--- src/rtl/ahb_lite_fir_master.sv ---
// ahb_lite_fir_master
// AHB-Lite master that feeds one 16-bit sample at a time into the FIR filter
// slave. For each sample it writes the new-sample register, waits a few idle
// cycles, polls the status register until the filter is idle, reads the result
// and reports it on a one-cycle strobe.
//
// Ports:
//   clk, n_rst            clock, asynchronous active-low reset
//   sample_in/valid/ready producer handshake (ready only in IDLE)
//   result_data/valid     filtered result and its one-cycle strobe
//   result_err/timeout    completion flags, valid with result_valid
//   busy                  transaction in progress
//   hsel..hwdata          AHB-Lite master outputs (zero-wait-state slave)
//   hrdata, hresp         AHB-Lite slave responses
module ahb_lite_fir_master #(
    parameter int unsigned SETTLE_CYCLES = 2,
    parameter int unsigned MAX_POLLS     = 64
) (
    input  logic        clk,
    input  logic        n_rst,
    input  logic [15:0] sample_in,
    input  logic        sample_valid,
    output logic        sample_ready,
    output logic [15:0] result_data,
    output logic        result_valid,
    output logic        result_err,
    output logic        result_timeout,
    output logic        busy,
    output logic        hsel,
    output logic [3:0]  haddr,
    output logic        hsize,
    output logic [1:0]  htrans,
    output logic        hwrite,
    output logic [15:0] hwdata,
    input  logic [15:0] hrdata,
    input  logic        hresp
);

    localparam logic [3:0] SettleLoad = 4'(SETTLE_CYCLES - 1);
    localparam logic [7:0] MaxPolls   = 8'(MAX_POLLS);

    typedef enum logic [2:0] {
        StIdle,
        StWrAddr,
        StWrData,
        StSettle,
        StPollAddr,
        StPollData,
        StRdAddr,
        StRdData
    } state_t;

    state_t      r_state;
    state_t      w_state_d;
    logic [15:0] r_sample;
    logic [3:0]  r_settle;
    logic [7:0]  r_poll;
    logic [15:0] r_result_data;
    logic        r_result_valid;
    logic        r_result_err;
    logic        r_result_timeout;

    logic        w_capture;
    logic        w_load_settle;
    logic        w_clr_poll;
    logic        w_inc_poll;
    logic        w_finish;
    logic        w_fin_err;
    logic        w_fin_to;
    logic        w_load_res;
    logic [7:0]  w_poll_inc;
    logic        w_addr_phase;

    // Poll count including the poll whose data phase is in progress.
    assign w_poll_inc = (r_poll == MaxPolls) ? r_poll : r_poll + 8'd1;

    always_comb begin
        w_state_d     = r_state;
        w_capture     = 1'b0;
        w_load_settle = 1'b0;
        w_clr_poll    = 1'b0;
        w_inc_poll    = 1'b0;
        w_finish      = 1'b0;
        w_fin_err     = 1'b0;
        w_fin_to      = 1'b0;
        w_load_res    = 1'b0;
        unique case (r_state)
            StIdle: begin
                if (sample_valid) begin
                    w_capture = 1'b1;
                    w_state_d = StWrAddr;
                end
            end
            StWrAddr: w_state_d = StWrData;
            StWrData: begin
                if (hresp) begin
                    w_finish  = 1'b1;
                    w_fin_err = 1'b1;
                end else begin
                    w_load_settle = 1'b1;
                    w_state_d     = StSettle;
                end
            end
            StSettle: begin
                if (r_settle == 4'd0) begin
                    w_clr_poll = 1'b1;
                    w_state_d  = StPollAddr;
                end
            end
            StPollAddr: w_state_d = StPollData;
            StPollData: begin
                w_inc_poll = 1'b1;
                if (hresp) begin
                    w_finish  = 1'b1;
                    w_fin_err = 1'b1;
                end else if (hrdata[0]) begin
                    // Busy flag takes precedence over the error flag.
                    if (w_poll_inc < MaxPolls) begin
                        w_state_d = StPollAddr;
                    end else begin
                        w_finish = 1'b1;
                        w_fin_to = 1'b1;
                    end
                end else if (hrdata[8]) begin
                    w_finish  = 1'b1;
                    w_fin_err = 1'b1;
                end else begin
                    w_state_d = StRdAddr;
                end
            end
            StRdAddr: w_state_d = StRdData;
            StRdData: begin
                w_finish = 1'b1;
                if (hresp) begin
                    w_fin_err = 1'b1;
                end else begin
                    w_load_res = 1'b1;
                end
            end
            default: w_state_d = StIdle;
        endcase
        if (w_finish) begin
            w_state_d = StIdle;
        end
    end

    always_ff @(posedge clk or negedge n_rst) begin
        if (!n_rst) begin
            r_state          <= StIdle;
            r_sample         <= 16'h0;
            r_settle         <= 4'h0;
            r_poll           <= 8'h0;
            r_result_data    <= 16'h0;
            r_result_valid   <= 1'b0;
            r_result_err     <= 1'b0;
            r_result_timeout <= 1'b0;
        end else begin
            r_state        <= w_state_d;
            r_result_valid <= w_finish;
            if (w_capture) begin
                r_sample <= sample_in;
            end
            if (w_load_settle) begin
                r_settle <= SettleLoad;
            end else if (r_state == StSettle && r_settle != 4'd0) begin
                r_settle <= r_settle - 4'd1;
            end
            if (w_clr_poll) begin
                r_poll <= 8'h0;
            end else if (w_inc_poll) begin
                r_poll <= w_poll_inc;
            end
            if (w_finish) begin
                r_result_err     <= w_fin_err;
                r_result_timeout <= w_fin_to;
            end
            if (w_load_res) begin
                r_result_data <= hrdata;
            end
        end
    end

    assign w_addr_phase = (r_state == StWrAddr) || (r_state == StPollAddr) ||
                          (r_state == StRdAddr);

    always_comb begin
        haddr = 4'h0;
        unique case (r_state)
            StWrAddr:   haddr = 4'h4;
            StRdAddr:   haddr = 4'h2;
            default:    haddr = 4'h0;
        endcase
    end

    assign hsel           = w_addr_phase;
    assign hsize          = w_addr_phase;
    assign htrans         = w_addr_phase ? 2'b10 : 2'b00;
    assign hwrite         = (r_state == StWrAddr);
    assign hwdata         = (r_state == StWrData) ? r_sample : 16'h0;
    // Held low while reset is asserted, not just once the state register clears.
    assign sample_ready   = (r_state == StIdle) && n_rst;
    assign busy           = (r_state != StIdle);
    assign result_data    = r_result_data;
    assign result_valid   = r_result_valid;
    assign result_err     = r_result_err;
    assign result_timeout = r_result_timeout;

endmodule

--- config.mk ---
export PLATFORM = sky130hd
export DESIGN_NAME = ahb_lite_fir_master
export DESIGN_NICKNAME = d
export VERILOG_FILES = /design/src/rtl/ahb_lite_fir_master.sv
export SDC_FILE = /design/constraint.sdc
export NUM_CORES = 1
export LEC_CHECK = 0
export CAP_MARGIN = 30
export CORE_ASPECT_RATIO = 1.2
export CORE_MARGIN = 1.5
export CORE_UTILIZATION = 46
export CTS_BUF_LIST = sky130_fd_sc_hd__clkbuf_16
export CTS_CLUSTER_SIZE = 40
export DETAILED_ROUTE_END_ITERATION = 16
export PLACE_DENSITY = 0.91
export SLEW_MARGIN = 20
export SYNTH_ARGS = -nofsm -noshare
export SYNTH_HDL_FRONTEND = slang
export SYNTH_SLANG_ARGS = --single-unit
--- constraint.sdc ---
create_clock -name clk -period 2.6 [get_ports clk]
set_clock_uncertainty 0.2 [all_clocks]
set_input_delay 0.52 -clock clk [delete_from_list [all_inputs] [get_ports clk]]
set_output_delay 0.52 -clock clk [all_outputs]
set_load 0.03 [all_outputs]
==> impl_results.md <==
- Worst-path maximum fanout: 6
- DR iter-0 viols: 64
- Initial Util: 47.4%
- Slew headroom: 57.6%
- Place WS: 256 ps
- Crit-path cells: nor2b_1 -> and2_1 -> clkdlybuf4s50_1
- Global-route wire length before repair: 8760 um
- Final Cell Area: 3410 um2
- Slowest cell on the critical path: clkdlybuf4s50_1
- IO buf count: 78
- IO Count: 82
- Mapped Area: 2500 um2
- WP data required: 1880 ps
- Setup crit end kind: primary output
- Synth Instances: 214
- Fin. Hold Viols: 0
- CTS tree: done
- Final hold slack: 151 ps
- CTS buffer count: 5
- Setup Fix Bufs, Post-CTS: 0
- Congestion Overflow GR: 0
- Final setup vio count: 0
- Max incr delay on CP: 660 ps
- Critical Path AT: 1810 ps
- P per Cell Area: 1210 nW/um2
- Diode count: 0
- Drc violations: 0
- Skew-Pair Late Insertion Delay: 280 ps
- Final net count: 332
- Max_cap viols: 0
- Total vias in the final route: 1891
- Die height: 83.7 um
- Max-slew violation count: 0
- Full die area: 5880 um2
- Placed insts: 348
- Slew @ Worst Pin: 636 ps
- RePlAce Congestion: 0.761
- Setup crit start kind: register
- Initial antenna violation count: 0
- Root Driver: clkbuf_16
- Routed WL: 5250 um
- Number of synthesized flops with an enable pin: 0
- F_max: 395 MHz
- Cells on worst reg2reg path: 7
- Largest net degree at the start of global routing: 51
- Post-Layout Cell Count: 355
- Via density: 5.33
- Fin worst setup slack: 66.9 ps
- Die width: 70.2 um
- RSZ-0062 raised after global routing: false
- Top cell type by total area after synthesis: dfrtp_1
- Minimum clock period: 2530 ps
- Clk sinks: 50
- Post-synth ARST share: 100%
- Final HPWL DP: 3940 um
- Total power draw: 4.14 mW
- Post-DRT Antenna Nets: 0
- Core box area: 5260 um2
- Post-DP Area: 3250 um2
- Router iterations before antenna repair: 4
- Setup TNS: 0 ps
- Yosys top cell area share: 50.1%
- Post-Syn Area per Cell: 11.7 um2
- Core Util, Final: 64.9%
- P&R area growth vs syn: 36.7%
- Sequential area share after synthesis: 50.1%
- Worst Hold Class: in2async
- FF+latch count, synth: 50
- Synth area leaders: dfrtp_1 50%, mux2_2 14%, and2_1 5.0%, nor2_1 2.9%, buf_4 2.1%
- P_leak: 1.54 nW
- Ys flop type: dfrtp_1
- Share of post-route cells with drive strength above 1: 25.9%
- Clock transition at path regs: 60 ps
- DR WL/cell: 14.8 um
- Crit Path Class: reg2out
- VDD IR max: 0.568 mV
- Longest Clk Path Bufs: 2
- YS warnings: 0
- GRT Resource Usage Total: 18.5%
- Outcome: complete, no violations
- Fin crit share: 97.4%
- Number of global-route vias before repair: 1896
- Rows: 29
- H-tree levels: 2
- Cell variety after synth: 45
-- cells in the mapped netlist (2+ instances only) --
cell type and n:
ha_1 3, buf_6 4, a31oi_1 2, nor3_1 2, inv_2 2, o31ai_1 2
nand2b_1 2, dfrtp_1 50, nand4_1 4, xor2_1 4, o21ai_0 3, inv_1 8
mux2_2 32, o211ai_1 4, xnor2_1 3, a21oi_1 5, o21a_1 3, a21o_1 2
clkbuf_1 2, and2_1 20, buf_4 7, nand2_1 9, nor2_1 19
-- final cells by class --
class                   instances  area [um2]
clock inverters                 2        33.8
repair buffers                 84         777
well taps                      62        77.6
multi-input cells             142        1110
inverters                      10        37.5
flip-flops and latches         50        1250
fillers                       409        1850
clock buffers                   5         125
-- layout by cell type (no fill, tap or decap), types with 2 or more instances in the layout --
| master | count |
|---|---|
| clkdlybuf4s50_1 | 56 |
| dfrtp_1 | 50 |
| mux2_2 | 32 |
| buf_4 | 23 |
| and2_1 | 20 |
| nor2_1 | 19 |
| nand2_1 | 9 |
| inv_1 | 8 |
| a21oi_1 | 5 |
| clkbuf_16 | 5 |
| nand4_1 | 4 |
| o211ai_1 | 4 |
| xor2_1 | 4 |
| o21a_1 | 3 |
| o21ai_0 | 3 |
| xnor2_1 | 3 |
| ha_1 | 3 |
| conb_1 | 3 |
| dlygate4sd2_1 | 3 |
| inv_2 | 2 |
| nand2b_1 | 2 |
| nor3_2 | 2 |
| a21o_1 | 2 |
| a31oi_1 | 2 |
| o31ai_1 | 2 |
-- registers in the layout (all words and copies together), names as in the netlist --
register,count
result_valid,1
result_timeout,1
r_sample,16
r_state,3
r_settle,4
result_data,16
result_err,1
r_poll,8
-- worst max-delay path, delay by kind of cell, from the launching register on --
kind	cells	cell delay (ps)
buf+inv	1	660
flops	1	490
simple gates	2	390
-- routing by layer --
layer,GRT usage [%],part of all wire (%),vias up,wire length [um]
met5,0,0,-,0
met4,4.20,1.2,0,62
met3,4.71,5.0,9,263
met2,33.4,54,61,2850
met1,22.0,39,933,2070
li1,-,-,888,-
-- path summary, 6_finish.rpt --
| check | start | end | slack, ps |
|---|---|---|---|
| max | r_state[1] | haddr[1] | 70 |
| max reg2reg | r_settle[0] | r_poll[6] | 500 |
| max in group asynchronous | n_rst | r_poll[1] | 1620 |
| min reg2reg | r_sample[9] | r_sample[9] | 300 |
| min | n_rst | r_settle[2] | 150 |
| min in group clk | r_sample[9] | r_sample[9] | 300 |
-- what timing repair did --
item | 4_1_cts | 5_1_grt
endpoints found under the setup margin | 3 | 2
cloned | 0 | 0
hold buffers | 0 | 0
resized for setup | 3 | 2
-- power by group --
group          switching (mW)  internal, mW  total (mW)  leakage, nW
clock                   0.264         0.445       0.709       0.0773
combinational            1.21         0.950        2.16        0.840
sequential              0.185          1.08        1.26        0.627
-- cells by family after synthesis --
group / after synthesis / share of synthesized area [%]
multiplexers: 32 / 14.4
flip-flops: 50 / 50.1
AO/OA/AOI/OAI: 27 / 7.47
other: 1 / 0.150
buffers and inverters: 24 / 5.91
XOR/XNOR: 7 / 2.46
adder cells (fa/ha/maj): 3 / 1.50
AND/OR/NAND/NOR: 70 / 17.9
(Power assumes the default switching activity.)
